File: src/rtl/gps_gprmc_parse.sv
// $GPRMC sentence parser: ASCII time/position/date fields to binary, committed on a valid fix.
// Optional checksum verification is enabled by defining GPRMC_CHECKSUM_EN.
module gps_gprmc_parse #(
  parameter logic [31:0] TIMEOUT_CYCLES = 32'd5000000
) (
  input  logic       clk,
  input  logic       rst,
  input  logic [7:0] rx_data,
  input  logic       rx_ok,
  output logic       getMegOk,
  output logic [7:0] hour,
  output logic [7:0] min,
  output logic [7:0] sec,
  output logic [7:0] latDu,
  output logic [7:0] latMin,
  output logic [7:0] longDu,
  output logic [7:0] longMin,
  output logic [7:0] day,
  output logic [7:0] mon,
  output logic [7:0] year,
  output logic       frame_err
);
  typedef enum logic [2:0] {IDLE, HDR, FLD, CHK, COMMIT, ABORT} state_t;
  state_t      state;
  logic        rx_q1, rx_q2, stb;
  logic [2:0]  hdr_idx;
  logic [3:0]  field, pos;
  logic        status_ok;
  logic [31:0] to_cnt;
  logic [7:0]  s_hour, s_min, s_sec, s_latdu, s_latmin, s_longdu, s_longmin, s_day, s_mon, s_year;
  logic [7:0]  d, hdr_c;
  logic        is_dig, is_eol, cap, short_fld;

  assign stb    = rx_q1 & ~rx_q2;
  assign d      = rx_data - 8'h30;
  assign is_dig = (rx_data >= "0") && (rx_data <= "9");
  assign is_eol = (rx_data == 8'h0d) || (rx_data == 8'h0a);

  function automatic logic [7:0] mac(input logic [7:0] a, input logic [7:0] dd);
    return a * 8'd10 + dd;
  endfunction

  always_comb begin
    hdr_c = "G";
    case (hdr_idx)
      3'd1:    hdr_c = "P";
      3'd2:    hdr_c = "R";
      3'd3:    hdr_c = "M";
      3'd4:    hdr_c = "C";
      default: hdr_c = "G";
    endcase
  end

  // Capture windows per field; a comma before the window is full is a short field.
  always_comb begin
    cap       = 1'b0;
    short_fld = 1'b0;
    case (field)
      4'd1:    begin cap = pos < 4'd6; short_fld = pos < 4'd6; end
      4'd3:    begin cap = pos < 4'd4; short_fld = pos < 4'd4; end
      4'd5:    begin cap = pos < 4'd5; short_fld = pos < 4'd5; end
      4'd9:    begin cap = pos < 4'd6; short_fld = pos < 4'd6; end
      default: begin cap = 1'b0;       short_fld = 1'b0;       end
    endcase
  end

`ifdef GPRMC_CHECKSUM_EN
  logic [7:0] xsum;
  logic [3:0] chk_hi, hex_nib;
  logic       chk_n, hex_ok;

  always_comb begin
    hex_ok  = 1'b1;
    hex_nib = rx_data[3:0];
    if (is_dig)                                       hex_nib = rx_data[3:0];
    else if (rx_data >= "A" && rx_data <= "F")        hex_nib = rx_data[3:0] + 4'd9;
    else if (rx_data >= "a" && rx_data <= "f")        hex_nib = rx_data[3:0] + 4'd9;
    else                                              hex_ok  = 1'b0;
  end

  always_ff @(posedge clk) begin
    if (rst)                                  xsum <= 8'd0;
    else if (stb && rx_data == "$")           xsum <= 8'd0;
    else if (stb && (state == HDR || state == FLD) && rx_data != "*")
                                              xsum <= xsum ^ rx_data;
  end
`endif

  always_ff @(posedge clk) begin
    if (rst) begin
      rx_q1 <= 1'b1; rx_q2 <= 1'b1;
      state <= IDLE; hdr_idx <= 3'd0; field <= 4'd0; pos <= 4'd0;
      status_ok <= 1'b0; to_cnt <= 32'd0;
      s_hour <= 8'd0; s_min <= 8'd0; s_sec <= 8'd0; s_latdu <= 8'd0; s_latmin <= 8'd0;
      s_longdu <= 8'd0; s_longmin <= 8'd0; s_day <= 8'd0; s_mon <= 8'd0; s_year <= 8'd0;
      hour <= 8'd0; min <= 8'd0; sec <= 8'd0; latDu <= 8'd0; latMin <= 8'd0;
      longDu <= 8'd0; longMin <= 8'd0; day <= 8'd0; mon <= 8'd0; year <= 8'd0;
      getMegOk <= 1'b0; frame_err <= 1'b0;
`ifdef GPRMC_CHECKSUM_EN
      chk_hi <= 4'd0; chk_n <= 1'b0;
`endif
    end else begin
      rx_q1     <= rx_ok;
      rx_q2     <= rx_q1;
      frame_err <= 1'b0;
      to_cnt    <= (stb || state == IDLE) ? 32'd0 : to_cnt + 32'd1;
      case (state)
        IDLE: if (stb && rx_data == "$") begin state <= HDR; hdr_idx <= 3'd0; end
        COMMIT: begin
          if (status_ok) begin
            hour <= s_hour; min <= s_min; sec <= s_sec; latDu <= s_latdu; latMin <= s_latmin;
            longDu <= s_longdu; longMin <= s_longmin; day <= s_day; mon <= s_mon; year <= s_year;
            getMegOk <= 1'b1;
          end
          state <= IDLE;
        end
        ABORT: begin frame_err <= 1'b1; state <= IDLE; end
        HDR, FLD, CHK: begin
          if (!stb) begin
            if (to_cnt == TIMEOUT_CYCLES - 32'd1) state <= ABORT;
          end else if (rx_data == "$") begin
            // Resync: drop the partial sentence and start matching the new header now.
            frame_err <= 1'b1; state <= HDR; hdr_idx <= 3'd0;
          end else if (is_eol) begin
            state <= ABORT;
          end else begin
            case (state)
              HDR: begin
                if (hdr_idx == 3'd5) begin
                  if (rx_data == ",") begin state <= FLD; field <= 4'd1; pos <= 4'd0; end
                  else state <= IDLE;
                end else if (rx_data == hdr_c) begin
                  hdr_idx <= hdr_idx + 3'd1;
                  if (hdr_idx == 3'd4) begin getMegOk <= 1'b0; status_ok <= 1'b0; end
                end else state <= IDLE;
              end
              FLD: begin
                if (rx_data == ",") begin
                  if (short_fld || field == 4'd12) state <= ABORT;
                  else begin field <= field + 4'd1; pos <= 4'd0; end
                end else if (rx_data == "*") begin
                  if (field < 4'd9) state <= ABORT;
`ifdef GPRMC_CHECKSUM_EN
                  else begin state <= CHK; chk_n <= 1'b0; end
`else
                  else state <= COMMIT;
`endif
                end else if (cap && !is_dig) begin
                  state <= ABORT;
                end else begin
                  if (pos != 4'd15) pos <= pos + 4'd1;
                  if (field == 4'd2 && pos == 4'd0 && rx_data == "A") status_ok <= 1'b1;
                  case (field)
                    4'd1: case (pos)
                      4'd0: s_hour <= d;  4'd1: s_hour <= mac(s_hour, d);
                      4'd2: s_min  <= d;  4'd3: s_min  <= mac(s_min, d);
                      4'd4: s_sec  <= d;  4'd5: s_sec  <= mac(s_sec, d);
                      default: ;
                    endcase
                    4'd3: case (pos)
                      4'd0: s_latdu  <= d;  4'd1: s_latdu  <= mac(s_latdu, d);
                      4'd2: s_latmin <= d;  4'd3: s_latmin <= mac(s_latmin, d);
                      default: ;
                    endcase
                    4'd5: case (pos)
                      4'd0: s_longdu  <= d;
                      4'd1, 4'd2: s_longdu <= mac(s_longdu, d);
                      4'd3: s_longmin <= d;  4'd4: s_longmin <= mac(s_longmin, d);
                      default: ;
                    endcase
                    4'd9: case (pos)
                      4'd0: s_day  <= d;  4'd1: s_day  <= mac(s_day, d);
                      4'd2: s_mon  <= d;  4'd3: s_mon  <= mac(s_mon, d);
                      4'd4: s_year <= d;  4'd5: s_year <= mac(s_year, d);
                      default: ;
                    endcase
                    default: ;
                  endcase
                end
              end
`ifdef GPRMC_CHECKSUM_EN
              CHK: begin
                if (!hex_ok) state <= ABORT;
                else if (!chk_n) begin chk_hi <= hex_nib; chk_n <= 1'b1; end
                else state <= ({chk_hi, hex_nib} == xsum) ? COMMIT : ABORT;
              end
`endif
              default: state <= IDLE;
            endcase
          end
        end
        default: state <= IDLE;
      endcase
    end
  end
endmodule
File: config.mk
export PLATFORM = sky130hd
export DESIGN_NAME = gps_gprmc_parse
export DESIGN_NICKNAME = d
export VERILOG_FILES = /design/src/rtl/gps_gprmc_parse.sv
export SDC_FILE = /design/constraint.sdc
export NUM_CORES = 1
export LEC_CHECK = 0
export BUFFER_PORTS_ARGS = -buffer_cell sky130_fd_sc_hd__buf_2
export CORE_UTILIZATION = 41
export CTS_BUF_LIST = sky130_fd_sc_hd__clkbuf_8
export CTS_CLUSTER_DIAMETER = 100
export DETAILED_ROUTE_END_ITERATION = 12
export PLACE_DENSITY_LB_ADDON = 0.25
export SLEW_MARGIN = 20
export SYNTH_ARGS = -nofsm -noshare
export SYNTH_HDL_FRONTEND = slang
export SYNTH_SLANG_ARGS = --single-unit
File: constraint.sdc
create_clock -name clk -period 3.6 [get_ports clk]
set_clock_uncertainty 0.15 [all_clocks]
set_input_delay 0.18 -clock clk [delete_from_list [all_inputs] [get_ports clk]]
set_output_delay 0.18 -clock clk [all_outputs]
set_load 0.01 [all_outputs]
==> flow_summary.yaml <==
run_status:
  status: "finished clean"
critical_path:
  critPathArrivalTime_ps: 3390
  regToRegStartpoint: "field[1]$_SDFFE_PP0P_"
  critPathLaunchType: "register"
  crit_fanout: 12
  r2r_setup_slack_ps: 520
  cp-end-kind: "register"
  crit_start: "field[1]$_SDFFE_PP0P_"
  path_class: "register to register"
  critical_path_required_ps: 3910
sta:
  setup_viol: 0
  clock.fmax_mhz: 325
  hold_viol_final: 0
  tightest_slew_ps: 1080
  layout_setup_ws_ps: 525
  period_needed_ps: 3080
  tns_ps: 0
  fin_crit_sh_pct: 85.4
  holdWs_ps: 94.0
  max_slew_margin_pct: 28.3
  rsz0062_at_grt: "no"
  finalMaxSlewViolations: 0
global_route:
  grt_max_degree: 91
  grt_overflow: 0
  grt_pass1_wl_um: 55300
  grt_pass1_vias: 10900
  track_usage_pct: 20.7
  antenna_found_initial: 0
synth:
  synth_top_area_cell: "dfxtp_1"
  ys.flop_type: "dfxtp_1"
  yosys-top-cells-area: "dfxtp_1, ha_1, nand2_1"
  ys_top_cells_by_count: "nand2_1, dfxtp_1, a21oi_1"
  ys_ff_latch: 211
  avgSynthCellArea_um2: 8.34
  synth_cell_types: 61
  yosys.area.top_type_share_pct: 32.5
  yosysMostFrequentCell: "nand2_1"
  synth_area_um2: 13000
  synthesis.nets: 1739
  syn-instance-count: 1560
  yosysSeqAreaShare_pct: 32.5
  synth_edf_count: 0
  ys_warn_count: 0
  synthArstFlopShare_pct: 0
clock_network:
  clkTransAtPathRegs_ps: 60
  cts_max_path_buffers: 3
  cts.sinks: 211
  cts_setup_buffers: 0
  cts-resized-gates: 0
  clock_latency_ps: 540
  htreeDepth: 2
  root_buffer: "clkbuf_8"
  cts-buffers-inserted: 41
  ctsHoldBuffers: 3
  cts_tree: "built"
die:
  die_area_um2: 32400
  core_area_um2: 30900
  num_rows: 64
  start_util_pct: 42.1
  die_h_um: 180
  io_pins: 93
  fp.dieW_um: 180
place:
  dp_hpwl_um: 24000
  place.gp.congestion: 0.875
  portBuffers: 92
  place_ws_ps: 560
routing:
  drt_iter0_drc: 542
  vias: 11100
  dr.pass1.iters: 5
  postRouteAntennaNets: 0
  wl_um: 33500
  viasPerCell: 5.35
  drc_errors: 0
  wl_per_cell_um: 16.1
power_and_ir_drop:
  power.density_nw_per_um2: 367
  leakagePower_uw: 0.00642
  vdd_drop_max_uv: 234
flow_run:
  maxCapViolations: 0
final_layout:
  top_register: "to_cnt"
  antennaDiodeCount: 0
  drive_gt1_share_pct: 12.8
  nets: 1830
  area_growth_pct: 14.9
  largest_register_ffs: 32
hold_path:
  hold_path_startpoint: "rx_data[7]"
  hold_path_class: "input port to register"
## layer usage
metal  vias to the layer above  routed length, um  global-route usage [%]
met2                       212              15400                    35.0
met1                      5244              15800                    27.0
met4                         0                921                    6.60
met3                        65               1370                    3.17
li1                       5607                  -                       -
met5                         -                  0                       0
## placed cells by master, fill, tap and decap left out, types with 33 or more instances in the layout
cell type / count
nand2_1: 243
a21oi_1: 157
a211oi_1: 33
xnor2_1: 56
nor2_1: 139
inv_1: 53
o21ai_0: 37
dfxtp_1: 211
xor2_1: 56
nor3_1: 42
buf_2: 91
ha_1: 148
clkbuf_8: 58
nand3_1: 35
## final cells by class
class,instances,area (um^2)
sequential,211,4220
fill,3071,16000
timing repair buffer,124,739
inverter,47,176
clock buffer,58,798
clock inverter,18,214
tap,396,495
multi-input combinational,1226,8300
## stage by stage
stage,std cells,power (uW),utilization (%),instance area [um^2]
2_1_floorplan,1560,2560,-,13000
5_1_grt,2080,5700,48.4,15000
3_5_place_dp,2001,2660,45.0,13900
4_1_cts,2080,5570,48.4,15000
3_3_place_gp,2001,2650,45.0,13900
6_report,2080,5490,48.4,15000
## final timing paths
kind / endpoint / cells after the start
min: state[1]$_SDFFE_PP0P_ / 5
max: s_mon[6]$_SDFFE_PP0P_ / 9
min reg2reg: year[4]$_SDFFE_PP0P_ / 2
max reg2reg: s_mon[6]$_SDFFE_PP0P_ / 9
## cell families after synthesis
logic type,synth area share [%]
compound gates,15.2
fa+ha+maj,17.3
buf+inv,3.80
flops,32.5
simple gates,21.4
mux,2.24
xor+xnor,7.54
## critical path: stages (launching register included)
cell and delay [ps]:
dfxtp_1 400, inv_1 100, ha_1 230, nor2b_1 150
o221a_2 270, o21a_1 230, nor3_4 470, nand3_1 420
or3_1 450, a21oi_1 140
## report_power, final
part	leakage [uW]	switching [uW]	internal [uW]
clock	0.000543	1090	1790
sequential	0.00170	0.537	2340
combinational	0.00417	182	90.1
total	0.00642	1270	4220
No activity file was read; power rests on OpenSTA's default activity.
